**config.mk**
```make
export PLATFORM = sky130hd
export DESIGN_NAME = settings_bus_arbiter
export DESIGN_NICKNAME = d
export VERILOG_FILES = /design/src/rtl/settings_bus_arbiter.sv
export SDC_FILE = /design/constraint.sdc
export NUM_CORES = 1
export LEC_CHECK = 0
export CORE_ASPECT_RATIO = 1.75
export CORE_UTILIZATION = 39
export CTS_CLUSTER_SIZE = 14
export DETAILED_ROUTE_END_ITERATION = 10
export GPL_ROUTABILITY_DRIVEN = 0
export GPL_TIMING_DRIVEN = 0
export PLACE_DENSITY = 0.81
export REMOVE_ABC_BUFFERS = 1
export SYNTH_ARGS = -nofsm -noshare
export SYNTH_HDL_FRONTEND = slang
export SYNTH_SLANG_ARGS = --single-unit
```
**constraint.sdc**
```tcl
create_clock -name clk -period 2.3 [get_ports clk]
set_input_delay 0.46 -clock clk [delete_from_list [all_inputs] [get_ports clk]]
set_output_delay 0.46 -clock clk [all_outputs]
set_load 0.03 [all_outputs]
```
**src/rtl/settings_bus_arbiter.sv**
```systemverilog
// Round-robin arbiter for a shared settings bus. One requester's write is
// latched, presented for a single strobe cycle, then the bus idles for GAP
// cycles. A per-requester lock holds the round-robin pointer for bursts.
module settings_bus_arbiter #(
  parameter int unsigned NUM_REQ = 4,
  parameter int unsigned AWIDTH  = 8,
  parameter int unsigned GAP     = 1,
  parameter int unsigned IDW     = 2
) (
  input  logic                      clk,
  input  logic                      rst_n,
  input  logic [NUM_REQ-1:0]        req_valid,
  input  logic [NUM_REQ-1:0]        req_lock,
  input  logic [NUM_REQ*AWIDTH-1:0] req_addr,
  input  logic [NUM_REQ*32-1:0]     req_data,
  output logic [NUM_REQ-1:0]        req_ready,
  output logic                      set_stb,
  output logic [AWIDTH-1:0]         set_addr,
  output logic [31:0]               set_data,
  output logic [IDW-1:0]            grant_id,
  output logic                      busy,
  output logic [15:0]               stb_count
);

  typedef enum logic [1:0] {StIdle, StIssue, StGap} state_e;

  state_e              state_q, state_d;
  logic [IDW-1:0]      ptr_q, ptr_d;
  logic [3:0]          gap_cnt_q, gap_cnt_d;
  logic                set_stb_q, set_stb_d;
  logic [NUM_REQ-1:0]  req_ready_q, req_ready_d;
  logic [AWIDTH-1:0]   set_addr_q, set_addr_d;
  logic [31:0]         set_data_q, set_data_d;
  logic [IDW-1:0]      grant_id_q, grant_id_d;
  logic [15:0]         stb_count_q;

  logic                sel_found;
  logic [IDW-1:0]      sel_idx;
  logic [IDW-1:0]      cand;

  // First valid requester at or above ptr, wrapping modulo NUM_REQ.
  always_comb begin
    sel_found = 1'b0;
    sel_idx   = '0;
    cand      = '0;
    for (int unsigned i = 0; i < NUM_REQ; i++) begin
      cand = IDW'((32'(ptr_q) + i) % NUM_REQ);
      if (!sel_found && req_valid[cand]) begin
        sel_found = 1'b1;
        sel_idx   = cand;
      end
    end
  end

  // Next-state, pointer and registered-output logic.
  always_comb begin
    state_d     = state_q;
    ptr_d       = ptr_q;
    gap_cnt_d   = gap_cnt_q;
    set_stb_d   = 1'b0;
    req_ready_d = '0;
    set_addr_d  = set_addr_q;
    set_data_d  = set_data_q;
    grant_id_d  = grant_id_q;
    unique case (state_q)
      StIdle: begin
        if (sel_found) begin
          state_d              = StIssue;
          set_stb_d            = 1'b1;
          req_ready_d[sel_idx] = 1'b1;
          set_addr_d           = req_addr[sel_idx*AWIDTH +: AWIDTH];
          set_data_d           = req_data[sel_idx*32 +: 32];
          grant_id_d           = sel_idx;
        end
      end
      StIssue: begin
        // A locked grantee keeps the pointer so it wins the next decision again.
        if (!req_lock[grant_id_q]) begin
          ptr_d = IDW'((32'(grant_id_q) + 32'd1) % NUM_REQ);
        end
        if (GAP > 0) begin
          state_d   = StGap;
          gap_cnt_d = 4'(GAP - 1);
        end else begin
          state_d = StIdle;
        end
      end
      StGap: begin
        if (gap_cnt_q == 4'd0) begin
          state_d = StIdle;
        end else begin
          gap_cnt_d = gap_cnt_q - 4'd1;
        end
      end
      default: state_d = StIdle;
    endcase
  end

  // State and output registers; strobe count advances once per ISSUE cycle.
  always_ff @(posedge clk or negedge rst_n) begin
    if (!rst_n) begin
      state_q     <= StIdle;
      ptr_q       <= '0;
      gap_cnt_q   <= '0;
      set_stb_q   <= 1'b0;
      req_ready_q <= '0;
      set_addr_q  <= '0;
      set_data_q  <= '0;
      grant_id_q  <= '0;
      stb_count_q <= '0;
    end else begin
      state_q     <= state_d;
      ptr_q       <= ptr_d;
      gap_cnt_q   <= gap_cnt_d;
      set_stb_q   <= set_stb_d;
      req_ready_q <= req_ready_d;
      set_addr_q  <= set_addr_d;
      set_data_q  <= set_data_d;
      grant_id_q  <= grant_id_d;
      if (state_q == StIssue) begin
        stb_count_q <= stb_count_q + 16'd1;
      end
    end
  end

  assign set_stb   = set_stb_q;
  assign req_ready = req_ready_q;
  assign set_addr  = set_addr_q;
  assign set_data  = set_data_q;
  assign grant_id  = grant_id_q;
  assign busy      = (state_q != StIdle);
  assign stb_count = stb_count_q;

endmodule

```
=== After elaboration in Yosys (flattened, before gate mapping) ===
Index checks and enable logic that the tools add are counted.

* Shift operators: 2
* Add/sub/neg operators: 6
* Eq/ne operators: 5
* Magnitude comparators: 7
* Mux-type cells: 29
* Reductions and logical operators: 15
* Bitwise gates (word level): 1

{| class="wikitable"
|+ Operators with widths
! cell !! number
|-
| variable part select 128 x 8 -> 32 bit || 1
|-
| variable part select 32 x 6 -> 8 bit || 1
|-
| < comparator 2 x 3 -> 1 bit, second input constant || 6
|-
| adder 16 x 1 -> 16 bit, second input constant || 1
|-
| 2-to-1 mux 1 bit || 12
|-
| 2-to-1 mux 2 bit || 6
|-
| 2-to-1 mux 4 bit || 3
|-
| binary-select mux 1 bit (select 2 bit) || 5
|-
| one-hot mux 4 bit (2 select lines) || 1
|-
| AND reduction 2 bit || 4
|-
| != test 2 bit, second input constant || 3
|-
| one-hot mux 2 bit (3 select lines) || 1
|-
| adder 2 x 1 -> 2 bit, second input constant || 2
|-
| adder 2 bit, second input constant || 2
|-
| logical AND 1 bit || 4
|-
| logical NOT 4 bit || 1
|-
| nonzero test 2 bit || 2
|-
| subtractor 4 x 1 -> 4 bit, second input constant || 1
|-
| logical NOT 1 bit || 3
|-
| demux 1 bit (select 2 bit) || 1
|-
| equality test 2 x 1 -> 1 bit, second input constant || 1
|-
| equality test 2 bit, second input constant || 1
|-
| >= comparator 2 x 1 -> 1 bit, second input constant || 1
|-
| logical NOT 2 bit || 1
|-
| inverter 1 bit || 1
|}

* Bits of input ports: 170
* Word-level logic and storage cells: 74
* Register bits: 71

=== Logic depth before layout (Yosys ltp) ===
* Depth after elaboration: 18
* Gate-level depth with buffers: 8

=== Worst setup path before layout ===
OpenSTA, ideal clock, no wires.

* Kind: register to register
* Start point: register ptr_q[1]
* End point: register set_addr_q[0] (netlist: set_addr[0])
* Stages on the path, launching flop included: 7
* Data required time: 2,174 ps
* Library setup time: 126 ps
* Path buffers: 1
* Setup slack: 427 ps
* Arrival: 1,747 ps
* Period minus slack after synthesis: 1,873 ps
* Cells stage by stage: dfrtp_1 -> mux2i_1 -> o2bb2ai_2 -> nor2_2 -> buf_6 -> mux2_4 -> a221o_1

* Longest elaborated chain between the ends: 13
* Elaborated cells on any way between the ends: 27
* Classes of those cells: 3 x add/sub; 1 x shift; 16 x mux; 7 x reduce/logical

{| class="wikitable"
|+ RTL lines
! what !! line !! source
|-
| start, declared || 28 || <nowiki>logic [IDW-1:0] ptr_q, ptr_d;</nowiki>
|-
| start signal, assigned || 113 || <nowiki>ptr_q <= ptr_d;</nowiki>
|-
| branches (longest 13 deep; another with adder 2 x 1 -> 2 bit) || n/a ||
|-
| end signal, assigned || 117 || <nowiki>set_addr_q <= set_addr_d;</nowiki>
|-
| end, declared || 32 || <nowiki>logic [AWIDTH-1:0] set_addr_q, set_addr_d;</nowiki>
|}

Parallel ways; which one is timed is not known. The select of a mux whose other input is x is not followed.
A chain may end at the register's enable or synchronous reset.

=== Worst setup path in the final report ===
* Start point: register ptr_q[1]
* End point: register set_data_q[3] (netlist: set_data[3])

* Longest elaborated chain between the ends: 13
* Elaborated cells on any way between the ends: 27
* Classes of those cells: 3 x add/sub; 1 x shift; 16 x mux; 7 x reduce/logical

{| class="wikitable"
|+ RTL lines
! what !! line !! source
|-
| branches (longest 13 deep; another with adder 2 x 1 -> 2 bit) || n/a ||
|-
| end signal, assigned || 118 || <nowiki>set_data_q <= set_data_d;</nowiki>
|-
| end, declared || 33 || <nowiki>logic [31:0] set_data_q, set_data_d;</nowiki>
|}

Parallel ways; which one is timed is not known. The select of a mux whose other input is x is not followed.

==> results by group <==
Status
  • Status: complete, no violations

Floorplan
  • Die width: 80.2 um
  • CORE AREA: about 10,000 um2
  • Die Y: about 140 um
  • Io pins: 234
  • Initial core utilization: 0.403
  • Row count: 49
  • Die area: about 11,000 um2

Clock tree
  • Sink Count: 71
  • # H-tree levels: 3
  • TritonCTS buffer count: 9
  • Root Buffer: clkbuf_16
  • Worst-path clk slew: 0.06 ns
  • CTS tree: done
  • Clk_lat worst skew: 0.34 ns
  • Maximum buffer depth of the clock tree: 2

Flow run
  • Max-Cap Viols: 0

Logic synthesis
  • Netlist cell types: 38
  • Post-synthesis async set-or-reset flop share: 1.00
  • Cells after Synth: 405
  • Seq cells post-synth: approximately 70
  • Register area share after synthesis: 0.426
  • Number of synthesized flops with an enable pin: 0
  • Yosys warns: 0
  • Syn_area_per_cell: 10.3 um2
  • Predominant post-synthesis flop cell: dfrtp_1
  • Cell Area, Synth: 4170 um2

Finish
  • Sequential Area: 1780 um2
  • Area growth, synth to finish: 74.8%
  • Non-filler cells, final: just under 800
  • Filler cells: slightly below 800
  • # diodes: 0
  • Final nets: 810
  • Footprint of the multi-input gates: roughly 2300 um2
  • Layout cells sized above 1: 0.149

Route
  • Per-cell routed wire length: 21.1 um
  • Vias per cell: 5.87
  • DR pass1 iterations: 5
  • Remaining DRCs: 0
  • Antenna Violating Nets Remaining: 0
  • Routed vias: between 4,000 and 5,000
  • Detailed Route Iter0 Violations: 255
  • Final wirelength: 16,200 um

STA
  • Fin crit period: 2.28 ns
  • Count of final setup violators: 0
  • Setup ws final: 0.0238 ns
  • Hold WS: 0.219 ns
  • Max-slew headroom: 0.355
  • Sum Neg Setup Slack: 0 ns
  • Tcrit/Tclk final: 0.990
  • Fin. max-slew vios: 0
  • Worst Max-Slew Pin Slew: roughly 0.96 ns
  • Highest Clock Rate: 0.439 GHz
  • Setup Skew: 0.00597 ns
  • Final Hold Vio Count: 0

Global route
  • Vias in the first global route: 4,681
  • Largest net degree at the start of global routing: 72
  • Total congestion overflow: 0
  • Initial antenna violation count: 0
  • First-pass GRT wire length: 23,700 um
  • Total Routing Usage GR: 0.285

Pwr
  • Pleak: a little over 3 nW
  • Peak supply drop: 0.796 mV
  • Power density over the cells: 1230 nW/um2

Placed design
  • Placed cells: 737
  • Post-placement setup slack: -1.25 ns
  • Post-DP HPWL: around 11,000 um
  • PortBufs: 233

Setup path
  • Critical Path Fanout Max: 20
  • Crit end category: flip-flop
  • Crit path launch type: flip-flop
  • Worst Path Required: about 2.5 ns
  • Worst Path Arrival: around 2.5 ns
  • Critical path class: reg -> reg

Worst hold path
  • Worst Hold Class: in -> async
sequential cells by signal, indices dropped and copies added (netlist names):
| signal | count |
|---|---|
| set_addr | 8 |
| grant_id | 2 |
| req_ready | 4 |
| set_data | 32 |
| gap_cnt_q | 4 |
| stb_count | 16 |
| state_q | 2 |
| ptr_q | 2 |
| set_stb | 1 |
what timing repair did:
action,4_1_cts,5_1_grt
hold buffers,0,0
buffers inserted,7,4
pin swaps,6,2
gates resized for setup,13,3
endpoints found under the setup margin,45,24
gates cloned,3,3
cell usage after synthesis (all sizes together), types with 2 or more instances:
cell type / instances / share of area
nand2b: 3 / 0.0045
dfrtp: 71 / 0.43
nand3: 48 / 0.058
or2: 3 / 0.0045
mux2: 40 / 0.14
nor2b: 2 / 0.0030
xnor2: 16 / 0.034
a21oi: 45 / 0.055
a221o: 40 / 0.096
a21o: 3 / 0.0054
and3: 2 / 0.0030
and4: 2 / 0.0042
nor2: 13 / 0.012
buf: 14 / 0.022
nor3: 2 / 0.0024
o21ai: 44 / 0.053
inv: 7 / 0.0063
clkbuf: 20 / 0.018
ha: 2 / 0.0060
nand2: 14 / 0.013
nand4: 3 / 0.0045
routing by layer:
| layer | global-route usage | share of wire | wire length (um) | vias up |
|---|---|---|---|---|
| met5 | 0 | 0 | 0 | - |
| met4 | 0.147 | 0.038 | 621 | 0 |
| met3 | 0.0526 | 0.060 | 966 | 42 |
| met2 | 0.505 | 0.54 | 8790 | 243 |
| met1 | 0.316 | 0.36 | 5860 | 2235 |
| li1 | - | - | - | 2002 |
area by class of cell:
type / count / area share
Clock buffer: 11 / 0.0333
Clock inverter: 5 / 0.0112
Inverter: 7 / 0.00360
Multi-Input combinational cell: 297 / 0.322
Sequential cell: 71 / 0.244
Tap cell: 127 / 0.0218
Timing Repair Buffer: 252 / 0.364
layout by cell type, fill, tap and decap left out, types with 4 or more instances in the layout:
cell             instances
a21oi_1                 44
a221o_1                 40
buf_12                   4
buf_16                   5
buf_4                    9
clkbuf_16               11
clkdlybuf4s50_1        228
dfrtp_1                 69
inv_1                    7
mux2_4                  40
nand2_1                 13
nand3_1                 48
nor2_1                   9
o21ai_0                 43
xnor2_1                 16
cell families (layout without fill, tap and decap cells):
group | Yosys count | after routing | share of synthesized area
buf+inv | 41 | 275 | 0.0468
compound gates | 137 | 141 | 0.220
simple gates | 95 | 95 | 0.113
fa+ha+maj | 2 | 2 | 0.00600
flops | 71 | 71 | 0.426
mux | 42 | 42 | 0.152
xor+xnor | 17 | 17 | 0.0357
where the power goes:
part	internal [W]	total [W]	switching, W
Clock	0.000979	0.00153	0.000546
Combinational	0.00252	0.00534	0.00282
Sequential	0.00174	0.00212	0.000380
Total	0.00524	0.00899	0.00375
worst max-delay path: stages (launching register included):
cell and delay [ns]:
dfrtp_2 0.46, mux2i_4 0.22, o2bb2ai_4 0.18, buf_16 0.17, nor2_4 0.16, buf_12 0.14, clkbuf_16 0.18, mux2_4 0.31
a221o_1 0.32
path summary, 6_finish.rpt:
kind / to / cells after the start / slack, ns / startpoint
max: set_data[3]$_DFFE_PN0P_ / 8 / 0.02 / ptr_q[1]$_DFFE_PN0P_
min: stb_count[0]$_DFFE_PN0P_ / 1 / 0.22 / rst_n
max reg2reg: set_data[3]$_DFFE_PN0P_ / 8 / 0.02 / ptr_q[1]$_DFFE_PN0P_
min reg2reg: stb_count[15]$_DFFE_PN0P_ / 1 / 0.47 / stb_count[15]$_DFFE_PN0P_
max in group asynchronous: ptr_q[1]$_DFFE_PN0P_ / 1 / 1.43 / rst_n
min in group clk: stb_count[15]$_DFFE_PN0P_ / 1 / 0.47 / stb_count[15]$_DFFE_PN0P_
metrics by stage:
step	instance area, um2	total power [W]	utilization
2_1_floorplan	4000	0.00482	-
3_3_place_gp	6490	0.00660	0.627
3_5_place_dp	6710	0.00694	0.648
4_1_cts	7180	0.00874	0.693
5_1_grt	7290	0.00932	0.704
6_report	7290	0.00899	0.704
Power figures use the tool's default switching activity.
